**config.mk**
```make
export PLATFORM = sky130hd
export DESIGN_NAME = down_timer_flat
export DESIGN_NICKNAME = d
export VERILOG_FILES = /design/src/rtl/down_timer_if.sv /design/src/rtl/down_timer.sv /design/src/flat_wrapper.sv
export SDC_FILE = /design/constraint.sdc
export NUM_CORES = 1
export LEC_CHECK = 0
export ABC_AREA = 1
export CAP_MARGIN = 20
export CORE_ASPECT_RATIO = 0.6
export CORE_MARGIN = 2
export CORE_UTILIZATION = 52
export CTS_BUF_LIST = sky130_fd_sc_hd__clkbuf_8
export DETAILED_ROUTE_END_ITERATION = 6
export HOLD_SLACK_MARGIN = 0.02
export MAX_ROUTING_LAYER = met4
export PLACE_DENSITY = 0.81
export SLEW_MARGIN = 20
export SYNTH_ARGS = -nofsm -noshare
export SYNTH_HDL_FRONTEND = slang
export SYNTH_SLANG_ARGS = --single-unit
```
**constraint.sdc**
```tcl
create_clock -name clk -period 1.91 [get_ports clk]
set_input_delay 0.191 -clock clk [delete_from_list [all_inputs] [get_ports clk]]
set_output_delay 0.191 -clock clk [all_outputs]
set_load 0.02 [all_outputs]
```
**src/rtl/down_timer_if.sv**
```systemverilog
// down_timer_if: control and status bundle between a timer client and the down_timer
interface down_timer_if #(parameter int WIDTH = 8);
  logic             load;
  logic [WIDTH-1:0] load_value;
  logic             enable;
  logic             reload_mode;
  logic             abort;
  logic [WIDTH-1:0] out;
  logic             busy;
  logic             done;
  modport master (output load, load_value, enable, reload_mode, abort, input out, busy, done);
  modport slave  (input load, load_value, enable, reload_mode, abort, output out, busy, done);
endinterface

```
**src/rtl/down_timer.sv**
```systemverilog
// down_timer: loadable down-counter with one-shot / auto-reload expiry pulse
module down_timer #(
  parameter int WIDTH = 8
) (
  input  logic        clk,
  input  logic        reset,
  down_timer_if.slave bus
);
  localparam logic [0:0] IDLE = 1'b0;
  localparam logic [0:0] RUN  = 1'b1;
  logic [0:0]       state;
  logic [WIDTH-1:0] reload_reg;
  logic [WIDTH-1:0] out;
  logic             done;
  assign bus.out  = out;
  assign bus.busy = state == RUN;
  assign bus.done = done;
  // abort beats load beats counting; done is a single-cycle pulse on the expiry edge
  always_ff @(posedge clk or posedge reset) begin
    if (reset) begin
      out        <= '0;
      reload_reg <= '0;
      state      <= IDLE;
      done       <= 1'b0;
    end else begin
      done <= 1'b0;
      if (bus.abort) begin
        out   <= '0;
        state <= IDLE;
      end else if (bus.load) begin
        out        <= bus.load_value;
        reload_reg <= bus.load_value;
        state      <= bus.load_value != '0 ? RUN : IDLE;
      end else if (state == RUN && bus.enable) begin
        if (out == WIDTH'(1)) begin
          done  <= 1'b1;
          out   <= bus.reload_mode ? reload_reg : '0;
          state <= bus.reload_mode ? RUN : IDLE;
        end else begin
          out <= out - 1'b1;
        end
      end
    end
  end
endmodule

```
**src/flat_wrapper.sv**
```systemverilog
// flat-port wrapper written by rule: the top's interface ports become plain ports
module down_timer_flat 
#(
  parameter int WIDTH = 8
)
  (clk, reset, bus_load, bus_load_value, bus_enable, bus_reload_mode, bus_abort, bus_out, bus_busy, bus_done);
  down_timer_if #(.WIDTH(WIDTH)) bus_i ();
  input  logic clk;
  input  logic reset;
  input wire logic [$bits(bus_i.load)-1:0] bus_load;
  input wire logic [$bits(bus_i.load_value)-1:0] bus_load_value;
  input wire logic [$bits(bus_i.enable)-1:0] bus_enable;
  input wire logic [$bits(bus_i.reload_mode)-1:0] bus_reload_mode;
  input wire logic [$bits(bus_i.abort)-1:0] bus_abort;
  output wire logic [$bits(bus_i.out)-1:0] bus_out;
  output wire logic [$bits(bus_i.busy)-1:0] bus_busy;
  output wire logic [$bits(bus_i.done)-1:0] bus_done;
  assign bus_i.load = bus_load;
  assign bus_i.load_value = bus_load_value;
  assign bus_i.enable = bus_enable;
  assign bus_i.reload_mode = bus_reload_mode;
  assign bus_i.abort = bus_abort;
  assign bus_out = bus_i.out;
  assign bus_busy = bus_i.busy;
  assign bus_done = bus_i.done;
  down_timer #(.WIDTH(WIDTH)) u_core (.clk(clk), .reset(reset), .bus(bus_i));
endmodule
```
Word-level counts from Yosys, hierarchy flattened

Index checks and enable logic that the tools add are counted.

$add $sub $neg: 1
Eq/ne operators: 1
Mux-type cells: 15
Bitwise logic cells: 1
Reduce and logical (&&, ||, !) cells: 6

Operators by type and width:

| cell                                                                  | number |
|---|---|
| 8-bit 2-to-1 mux                                                      | 5 |
| 1-bit 2-to-1 mux                                                      | 10 |
| 8-bit by 1-bit equality test with 1-bit output, second input constant | 1 |
| 8-bit nonzero test                                                    | 1 |
| 8-bit by 1-bit subtractor with 8-bit output, second input constant    | 1 |
| 3-bit nonzero test                                                    | 2 |
| 2-bit AND reduction                                                   | 2 |
| 1-bit logical AND                                                     | 1 |
| 1-bit inverter                                                        | 1 |

Bits in registers: 18
Input port bits: 14
Output and inout port bits: 10
Logic and storage cells: 28

Longest topological paths before layout

Depth in word-level cells: 5
Mapped depth: 9
Depth with buffers taken out: 9

Worst setup path before layout

No wires, ideal clock.

Path type: reg2reg
From: reg u_core.out[1], in the netlist u_core.bus.out[1]
To: reg u_core.out[5], in the netlist u_core.bus.out[5]
Library setup time: 120 ps
Data arrival time: 1339 ps
Required time: 1790 ps
Slack: 451 ps
Stages on the path, launching flop included: 10
Path buffers: 0
Period minus slack after synthesis: 1459 ps
Path through: dfrtp_1 -> inv_1 -> ha_1 -> inv_1 -> nor3_2 -> nand2_4 -> nand2_4 -> nand2_1 -> nand2_1 -> a21oi_2

Word-level cells in the longest chain between the ends: 5
Elaborated cells between the ends (all ways): 6
Classes of those cells: 1 x add/sub; 1 x eq/ne; 4 x mux

RTL lines:

| element                                                                                                              | RTL line                           | source |
|---|---|---|
| start, declared                                                                                                      | down_timer.sv:13                   | `logic [WIDTH-1:0] out;` |
| start signal, assigned                                                                                               | down_timer.sv:31                   | `out <= bus.load_value;` |
| start signal, assigned                                                                                               | down_timer.sv:37                   | `out <= bus.reload_mode ? reload_reg : '0;` |
| start signal, assigned                                                                                               | down_timer.sv:40                   | `out <= out - 1'b1;` |
| 8-bit by 1-bit subtractor with 8-bit output / 8-bit by 1-bit equality test with 1-bit output (equally long branches) | down_timer.sv:40, down_timer.sv:35 |  |
| 8-bit 2-to-1 mux *                                                                                                   | down_timer.sv:35                   | `if (out == WIDTH'(1)) begin` |
| 8-bit 2-to-1 mux *                                                                                                   | down_timer.sv:34                   | `end else if (state == RUN && bus.enable) begin` |
| 8-bit 2-to-1 mux *                                                                                                   | down_timer.sv:30                   | `end else if (bus.load) begin` |
| 8-bit 2-to-1 mux *                                                                                                   | down_timer.sv:27                   | `if (bus.abort) begin` |

Mark *: on every way between the ends. The rest lies on a longest branch, timed or not. The select of a mux whose other input is x is not followed.
A chain may end at the register's enable or synchronous reset.

Worst setup path in the final report

From: reg u_core.out[1], in the netlist u_core.bus.out[1]
To: reg u_core.out[2], in the netlist u_core.bus.out[2]

Same word-level chain as after synthesis.

==> impl_metrics.ini <==
[worst_setup_path]
crit_arrival_ns = 1.72
startpoint_type = flip-flop
path_class = reg -> reg
cp-end-kind = flip-flop
cp_data_required_time_ns = 2.06
cp_max_fo = 10

[placement]
dpl_cell_area_sq_um = 1420
hpwl_microns = 1970
io_buffer_count = 23
gp_congestion = 0.820

[clock_tree]
ctsHtreeMaxLevel = 1
numCtsBuffers = 3
post_cts_buffers = 0
clkTransAtPathRegs_ns = 0.07
clock-sinks = 18
cts.path.max_buffers = 2
clock_latency_ns = 0.25
cts_hold_buf = 0
cts_tree = done
cts_root_buffer = clkbuf_8
cts_resized = 0

[floorplan]
die_area_sq_um = 2660
rows = 13
core_sq_um = 2150
die-width_microns = 65.3
initial_core_util_pct = 54.5
fp.dieH_microns = 40.8
ioPinCount = 24

[yosys]
synth.net_count = 176
ys_seq_area_share_pct = 38.5
syn_area_per_cell_sq_um = 7.32
yosys.cell_count.top_type = nand2_1
ys.flop_type = dfrtp_1
async_reset_ff_share_pct = 100
synth_commonest_cells = 40 x nand2_1, 30 x inv_1, 19 x nor2_1
ys_ff_latch = 18
synth_area_leaders = dfrtp_1 38%, nand2_1 13%, inv_1 9.6%, o21ai_0 6.4%, nor2_1 6.1%
synthCells = 160
synth-edff-count = 0
netlist_area_sq_um = 1170
synth.top_cell.area_share_pct = 38.5
yosys.area.top_type = dfrtp_1
yosysWarnings = 0
yosysUniqueCellTypes = 19

[route]
drc_errors = 0
postRouteAntennaNets = 0
firstDrtPassIters = 4
vias_per_cell = 5.07
vias = 1091
dr.first_iter.drc_count = 70
wire_per_inst_microns = 12.6
wirelength_microns = 2710

[timing]
fin_skew_ns = 0.00237
maxSlewHeadroom_pct = 54.6
grt_setup_unrepaired = no
tightestPinTransition_ns = 0.680
max_freq_mhz = 635
setup_viol = 0
drv_slew = 0
tns_ns = 0
final_hold_viol_count = 0
fin_crit_ns = 1.57
fin_crit_sh_pct = 82.4

[status]
outcome = finished, final reports clean

[layout]
n_fill_cell = 190
drive_gt1_share_pct = 15.1
stdcell_area_sq_um = 1480
final_net_count = 202
diodes = 0
area_delta_synth_final_pct = 26.0

[global_routing]
grt_first_pass_wirelength_microns = 4250
grt_pass1_vias = 955
grtUsageTotal_pct = 23.0
grt_max_degree = 19
gr-total-overflow = 0
antenna_found_initial = 0

[pwr]
powerDensity_nw_per_um2 = 812
p_int_mw = 0.781
vdd_drop_max_uv = 621
leakagePower_nw = 0.747
clock_power_share_pct = 25.9
p_seq_share_pct = 40.3
p_comb_share_pct = 33.8
swShare_pct = 34.8
p_switching_mw = 0.417

[job]
maxCapViolCount = 0

[hold_path]
min_path_type = in -> async
[metal layers]
metal | track usage (%) | wire length [microns] | part of all wire (%)
met5 | - | 0 | 0
met4 | 6.25 | 12 | 0.44
met3 | 4.95 | 150 | 5.5
met2 | 40.3 | 1310 | 48
met1 | 28.0 | 1230 | 46
[worst max-delay path, cell delays in order, from the launching register on]
cell and delay (ns):
dfrtp_1 0.41, inv_1 0.11, ha_1 0.15, inv_1 0.05
nor3_2 0.21, nand2_4 0.15, nand2_4 0.16, o21ai_2 0.08
nand2_1 0.09, a21oi_2 0.06
[path summary, 6_finish.rpt]
path | from | cells after the start | end | slack [ns]
worst max-delay path | u_core.bus.out[1]$_DFFE_PP0P_ | 9 | u_core.bus.out[2]$_DFFE_PP0P_ | 0.34
worst min-delay path | reset | 2 | u_core.bus.out[0]$_DFFE_PP0P_ | 0.33
worst max register to register | u_core.bus.out[1]$_DFFE_PP0P_ | 9 | u_core.bus.out[2]$_DFFE_PP0P_ | 0.34
worst min register to register | u_core.reload_reg[5]$_DFFE_PP0P_ | 2 | u_core.reload_reg[5]$_DFFE_PP0P_ | 0.51
max in group asynchronous | reset | 2 | u_core.bus.out[5]$_DFFE_PP0P_ | 1.14
min in group clk | u_core.reload_reg[5]$_DFFE_PP0P_ | 2 | u_core.reload_reg[5]$_DFFE_PP0P_ | 0.51
[placed cells by master, fill, tap and decap left out, types with 2 or more instances in the layout]
master	count
o21ai_0	15
nor2_4	2
nand3_1	8
nand2_1	40
nor2_1	19
clkbuf_8	4
dfrtp_1	18
clkdlybuf4s50_1	23
nand2_4	4
a21oi_2	8
ha_1	2
inv_1	30
o21ai_2	6
[stage by stage]
step                      utilization, %  setup slack (ns)  hold WS (ns)  cells  total power, mW
after global placement              66.1             0.361         0.482    211            0.869
after global routing                68.7             0.183         0.402    215             1.26
final                               68.7             0.335         0.333    215             1.20
after floorplan                        -             0.451         0.130    160            0.740
after CTS                           68.7             0.334         0.362    215             1.20
after detailed placement            66.1             0.299         0.484    211            0.886
[final cells by class]
cell class / instances / area (sq um) / share of cell area [%]
well taps: 30 / 37.5 / 2.54
multi-input cells: 109 / 586 / 39.7
flip-flops and latches: 18 / 450 / 30.5
repair buffers: 23 / 230 / 15.6
inverters: 31 / 116 / 7.89
clock buffers: 4 / 55.1 / 3.73
[power groups by stage]
stage	Sequential (mW)	Clock [mW]	Combinational, mW
5_1_grt	0.489	0.330	0.445
2_1_floorplan	0.514	0	0.225
3_5_place_dp	0.489	0	0.397
6_report	0.483	0.310	0.404
3_3_place_gp	0.484	0	0.385
4_1_cts	0.482	0.313	0.404
[cell families (layout without fill, tap and decap cells)]
kind of cell | after synthesis | after routing | synth area share (%)
buf+inv | 33 | 58 | 11.5
compound gates | 30 | 30 | 17.4
simple gates | 77 | 77 | 30.4
flops | 18 | 18 | 38.5
fa+ha+maj | 2 | 2 | 2.14
Note: power is estimated with default switching activity, not from simulation.
